$ cat src/rtl/watch_timekeeper_pkg.sv
// watch_pkg: shared widths, limits, BCD increment helper and load FSM states
package watch_pkg;
    localparam int BCD_W = 8;
    localparam int MS_W = 10;
    localparam logic [BCD_W-1:0] SEC_MAX = 8'h59;
    localparam logic [BCD_W-1:0] MIN_MAX = 8'h59;
    typedef enum logic {LOAD_IDLE, LOAD_HOLD} load_state_t;
    function automatic logic [BCD_W:0] bcd_inc(input logic [BCD_W-1:0] v, input logic [BCD_W-1:0] max);
        return (v == max) ? {1'b1, 8'h00} :
               (v[3:0] == 4'd9) ? {1'b0, v[7:4] + 4'd1, 4'd0} : {1'b0, v + 8'd1};
    endfunction
endpackage

$ cat src/rtl/watch_timekeeper_edge_sync.sv
// edge_sync: multi-flop synchroniser followed by a one-cycle rising-edge pulse
module edge_sync #(
    parameter int STAGES = 2
) (
    input  logic clk,
    input  logic rst_n,
    input  logic i_d,
    output logic o_rise
);
    logic [STAGES-1:0] r_sync;
    logic              r_prev;
    always_ff @(posedge clk or negedge rst_n)
        if (!rst_n) begin
            r_sync <= '0;
            r_prev <= 1'b0;
        end else begin
            r_sync <= {r_sync[STAGES-2:0], i_d};
            r_prev <= r_sync[STAGES-1];
        end
    assign o_rise = r_sync[STAGES-1] & ~r_prev;
endmodule

$ cat src/rtl/watch_timekeeper.sv
// watch_timekeeper: BCD hh:mm:ss + ms counter driven by a synchronised 1 kHz tick, with handshaked load
module watch_timekeeper
    import watch_pkg::*;
#(
    parameter int SYNC_STAGES   = 2,
    parameter int TICKS_PER_SEC = 1000,
    parameter int HOUR_MAX      = 23
) (
    input  logic             clk_50Mhz,
    input  logic             rst_n,
    input  logic             clk_1Khz,
    input  logic             run,
    input  logic             set_valid,
    input  logic [BCD_W-1:0] set_hh,
    input  logic [BCD_W-1:0] set_mm,
    input  logic [BCD_W-1:0] set_ss,
    output logic             set_ready,
    output logic             set_err,
    output logic [BCD_W-1:0] hh,
    output logic [BCD_W-1:0] mm,
    output logic [BCD_W-1:0] ss,
    output logic [MS_W-1:0]  ms_cnt,
    output logic             sec_pulse,
    output logic             day_pulse
);
    localparam logic [BCD_W-1:0] HOUR_BCD = {4'(HOUR_MAX / 10), 4'(HOUR_MAX % 10)};
    localparam logic [MS_W-1:0]  MS_LAST  = MS_W'(TICKS_PER_SEC - 1);
    load_state_t      r_state, w_state_nxt;
    logic [BCD_W-1:0] r_hh, r_mm, r_ss;
    logic [MS_W-1:0]  r_ms;
    logic             r_err, r_sec, r_day;
    logic             w_tick, w_acc, w_legal, w_load, w_cnt, w_sec_wrap;
    logic [BCD_W:0]   w_ss_n, w_mm_n, w_hh_n;
    edge_sync #(.STAGES(SYNC_STAGES)) u_sync (
        .clk   (clk_50Mhz),
        .rst_n (rst_n),
        .i_d   (clk_1Khz),
        .o_rise(w_tick)
    );
    function automatic logic nib_ok(input logic [BCD_W-1:0] v);
        return (v[7:4] <= 4'd9) && (v[3:0] <= 4'd9);
    endfunction
    // BCD magnitude compare is valid once every nibble is known to be <= 9
    assign w_legal    = nib_ok(set_hh) & nib_ok(set_mm) & nib_ok(set_ss) &
                        (set_hh <= HOUR_BCD) & (set_mm <= MIN_MAX) & (set_ss <= SEC_MAX);
    assign set_ready  = (r_state == LOAD_IDLE);
    assign w_acc      = set_valid & set_ready;
    assign w_load     = w_acc & w_legal;
    assign w_cnt      = w_tick & run & ~w_load;
    assign w_sec_wrap = w_cnt & (r_ms == MS_LAST);
    assign w_ss_n     = bcd_inc(r_ss, SEC_MAX);
    assign w_mm_n     = bcd_inc(r_mm, MIN_MAX);
    assign w_hh_n     = bcd_inc(r_hh, HOUR_BCD);
    always_comb w_state_nxt = w_acc ? LOAD_HOLD : LOAD_IDLE;
    always_ff @(posedge clk_50Mhz or negedge rst_n)
        if (!rst_n) r_state <= LOAD_IDLE;
        else        r_state <= w_state_nxt;
    always_ff @(posedge clk_50Mhz or negedge rst_n)
        if (!rst_n) begin
            r_hh  <= '0;
            r_mm  <= '0;
            r_ss  <= '0;
            r_ms  <= '0;
            r_err <= 1'b0;
            r_sec <= 1'b0;
            r_day <= 1'b0;
        end else begin
            r_err <= w_acc & ~w_legal;
            r_sec <= w_sec_wrap;
            r_day <= w_sec_wrap & w_ss_n[BCD_W] & w_mm_n[BCD_W] & w_hh_n[BCD_W];
            if (w_load) begin
                r_hh <= set_hh;
                r_mm <= set_mm;
                r_ss <= set_ss;
                r_ms <= '0;
            end else if (w_sec_wrap) begin
                r_ms <= '0;
                r_ss <= w_ss_n[BCD_W-1:0];
                if (w_ss_n[BCD_W]) r_mm <= w_mm_n[BCD_W-1:0];
                if (w_ss_n[BCD_W] & w_mm_n[BCD_W]) r_hh <= w_hh_n[BCD_W-1:0];
            end else if (w_cnt) begin
                r_ms <= r_ms + MS_W'(1);
            end
        end
    assign hh        = r_hh;
    assign mm        = r_mm;
    assign ss        = r_ss;
    assign ms_cnt    = r_ms;
    assign set_err   = r_err;
    assign sec_pulse = r_sec;
    assign day_pulse = r_day;
endmodule

$ cat config.mk
export PLATFORM = sky130hd
export DESIGN_NAME = watch_timekeeper
export DESIGN_NICKNAME = d
export VERILOG_FILES = /design/src/rtl/watch_timekeeper_pkg.sv /design/src/rtl/watch_timekeeper_edge_sync.sv /design/src/rtl/watch_timekeeper.sv
export SDC_FILE = /design/constraint.sdc
export NUM_CORES = 1
export LEC_CHECK = 0
export CORE_MARGIN = 2
export CORE_UTILIZATION = 38
export CTS_CLUSTER_SIZE = 24
export DETAILED_ROUTE_END_ITERATION = 8
export PLACE_DENSITY = 0.68
export SKIP_LAST_GASP = 1
export SLEW_MARGIN = 20
export SYNTH_ARGS = -nofsm -noshare
export SYNTH_HDL_FRONTEND = slang
export SYNTH_SLANG_ARGS = --single-unit
$ cat constraint.sdc
create_clock -name clk_50Mhz -period 3.5 [get_ports clk_50Mhz]
set_clock_uncertainty 0.15 [all_clocks]
set_input_delay 0.875 -clock clk_50Mhz [delete_from_list [all_inputs] [get_ports clk_50Mhz]]
set_output_delay 0.875 -clock clk_50Mhz [all_outputs]
set_load 0.03 [all_outputs]
==> out/results.txt <==
maximum root-to-sink buffer count = 2
Async SR Flop Fraction = 1.00
number of different library cells in the post-synthesis netlist = 50
Final Instance Area = 0.00340 mm²
clock slew at reported path FFs = 80 ps
setup violators final = 0
remaining antenna violation count after routing = 0
Seq/Total Area, Yosys = 0.394
Highest Clock Rate = 340 MHz
startpoint type of the worst setup path = input pin
type of destination of the critical path = flip-flop
class of the most critical setup path = input pin to flip-flop
largest area contributor in the netlist = sky130_fd_sc_hd__dfrtp_1
detailed-route wire length per cell = 16.0 µm
area of combinational cells with multiple inputs = 0.00146 mm²
TritonCTS Buffers = 5
fillcell total = 653
FF-to-FF path depth = 7
area overhead of the layout relative to synthesis = 30.8%
portion of the clock cycle consumed by the worst path in the final layout = 0.840
final sum of negative setup slack = 0 ps
most common library cell in the layout ignoring fill and taps = sky130_fd_sc_hd__clkdlybuf4s50_1
total number of yosys warnings = 0
cell depth of the worst hold path = 0
actual transition at the worst max-transition pin = 927 ps
Die Area = 0.00753 mm²
Routed WL = 7.00 mm
row count = 30
share of the synthesized area in the top cell type = 0.394
number of hold violations in the final report = 0
PnR worst setup slack = 560 ps
class of the tightest hold or removal check = flip-flop to flip-flop
Starting DRT DRC Count = 168
clk_lat worst skew = 300 ps
count of mapped cells out of synthesis = 296
count of flip-flops with a built-in enable after synthesis = 0
via density per instance = 5.63
proportion of layout cells with a drive suffix above 1 = 0.0641
worst IR drop on VDD = 0.234 mV
pre-CTS setup slack = 277 ps
minimum clock period after layout = 2940 ps
total of hold buffers inserted after clock tree synthesis = 0
number of top-level pins = 67
DRC Markers = 0
CTS Root Cell = sky130_fd_sc_hd__clkbuf_8
routability congestion estimate = 0.847
TritonCTS clock tree = yes
worst endpoint data arrival time = 3030 ps
Starting Density = 0.387
final-stage net count = 401
PwrDens = 330 mW/mm²
antenna violations before repair = 0
number of nets in the synthesized netlist = 338
Port Buf Inserts = 66
worst-case hold slack = 202 ps
first-pass GRT wire length = 11.7 mm
post-layout total power = 0.00112 W
grt total ovfl = 0
Data required, critical path = 3590 ps
Post-Syn Area per Cell = 8.79 µm²
reported max-cap violation count = 0
leading cell types in the layout, fill and taps excluded = 65 x sky130_fd_sc_hd__clkdlybuf4s50_1, 41 x sky130_fd_sc_hd__nor2_1, 41 x sky130_fd_sc_hd__dfrtp_1, 28 x sky130_fd_sc_hd__nand2_1, 16 x sky130_fd_sc_hd__o21ai_0
number of buffers added for setup after CTS = 0
area of the placeable core = 0.00672 mm²
result of the run = finished, final reports clean
Yosys reg bits = 41
area after detailed placement = 0.00332 mm²
Leakage Power = 1.45 nW
area used by sequential logic in the layout = 0.00103 mm²
Die Y-Extent = 86.8 µm
global routing usage summed across all routing layers = 0.197
via count of the first global-routing pass = 2349
drt first pass iters = 5
summed instance area of the synthesized netlist = 0.00260 mm²
via total after detailed routing = 2472
post-detail-place hpwl = 5.11 mm
RSZ-0062 raised after global routing = no
CP Max Fanout = 12
number of slew-limit violations in the final report = 0
Sink Count = 41
most frequently used flop master after synthesis = sky130_fd_sc_hd__dfrtp_1
die width = 86.8 µm
worst rel slew slack = 0.382
largest cells by area after synthesis = sky130_fd_sc_hd__dfrtp_1 39%, sky130_fd_sc_hd__ha_1 6.3%, sky130_fd_sc_hd__nor2_1 5.9%
Antenna diodes = 0
maximum number of pins on one net before global-route repair = 42
Resized Gates After CTS = 0
# H-tree levels = 2
## final cells by class
class,instances,share of cell area
clock buffer,7,0.0254
tap,80,0.0294
sequential,41,0.301
inverter,11,0.0121
timing repair buffer,71,0.204
multi-input combinational,229,0.428
## where the power goes
part	internal (W)	leakage, nW	total (W)	switching [W]
Sequential	0.000504	0.539	0.000553	0.0000490
Clock	0.000157	0.0443	0.000324	0.000167
Combinational	0.000113	0.869	0.000245	0.000132
## kinds of logic (layout without fill, tap and decap cells)
logic type	Yosys count	count (layout)	synth area share
buffers and inverters	26	89	0.0505
AOI/OAI and AO/OA	63	63	0.151
DFF	41	41	0.394
and+or+nand+nor	138	138	0.288
muxes	7	7	0.0269
adders and majority gates	13	13	0.0625
xor gates and xnor gates	8	8	0.0269
## through the flow
| step | util | cells |
|---|---|---|
| after floorplan | - | 296 |
| after global placement | 0.494 | 432 |
| after CTS | 0.507 | 439 |
| after global routing | 0.507 | 439 |
| after detailed placement | 0.494 | 432 |
| final | 0.507 | 439 |
## registers in the layout, summed over array words and instances, names as in the netlist
name and flops:
day_pulse 1, hh 8, mm 8, ms_cnt 10
r_state 1, sec_pulse 1, set_err 1, ss 8
u_sync.r_prev 1, u_sync.r_sync 2
## cells in the mapped netlist (2+ instances only)
library cell	n
sky130_fd_sc_hd__and3b_1	2
sky130_fd_sc_hd__or3_1	3
sky130_fd_sc_hd__nand4_1	8
sky130_fd_sc_hd__o31ai_1	4
sky130_fd_sc_hd__ha_1	13
sky130_fd_sc_hd__nor4_1	4
sky130_fd_sc_hd__o21a_1	3
sky130_fd_sc_hd__or4_1	2
sky130_fd_sc_hd__o211ai_1	2
sky130_fd_sc_hd__xnor2_1	4
sky130_fd_sc_hd__nor3_1	8
sky130_fd_sc_hd__and4b_1	2
sky130_fd_sc_hd__xor2_1	4
sky130_fd_sc_hd__nand4b_1	2
sky130_fd_sc_hd__and3_1	4
sky130_fd_sc_hd__nand3b_1	2
sky130_fd_sc_hd__inv_1	11
sky130_fd_sc_hd__a22oi_1	2
sky130_fd_sc_hd__a211oi_1	5
sky130_fd_sc_hd__buf_6	3
sky130_fd_sc_hd__buf_4	2
sky130_fd_sc_hd__a31oi_1	9
sky130_fd_sc_hd__a21oi_1	15
sky130_fd_sc_hd__nand3_1	14
sky130_fd_sc_hd__nor2b_1	4
sky130_fd_sc_hd__a41o_1	2
sky130_fd_sc_hd__mux2i_1	7
sky130_fd_sc_hd__or4_4	2
sky130_fd_sc_hd__o21ai_0	16
sky130_fd_sc_hd__buf_2	3
sky130_fd_sc_hd__and2_1	2
sky130_fd_sc_hd__nand2_1	28
sky130_fd_sc_hd__clkbuf_1	7
sky130_fd_sc_hd__nor2_1	41
sky130_fd_sc_hd__dfrtp_1	41
## final timing paths
| path | startpoint | to | slack, ps |
|---|---|---|---|
| max in group asynchronous | rst_n | hh[6] | 2060 |
| worst max register to register | ss[1] | hh[7] | 690 |
| worst max-delay path | set_hh[3] | mm[3] | 560 |
| worst min-delay path | u_sync.r_sync[0] | u_sync.r_sync[1] | 200 |
| min in group asynchronous | rst_n | ms_cnt[4] | 570 |
| worst min register to register | u_sync.r_sync[0] | u_sync.r_sync[1] | 200 |
## worst max-delay path: stages
cell and delay [ps]:
sky130_fd_sc_hd__clkdlybuf4s50_1 440, sky130_fd_sc_hd__o31ai_1 360, sky130_fd_sc_hd__nand3_1 190, sky130_fd_sc_hd__or4_1 670, sky130_fd_sc_hd__buf_4 280, sky130_fd_sc_hd__o211ai_1 90, sky130_fd_sc_hd__o21a_1 140
## routing by layer
layer | share of wire | track usage
met3 | 0.052 | 0.0410
met2 | 0.47 | 0.314
met1 | 0.46 | 0.271
met4 | 0.015 | 0.0526
met5 | 0 | 0
(Power assumes the default switching activity.)
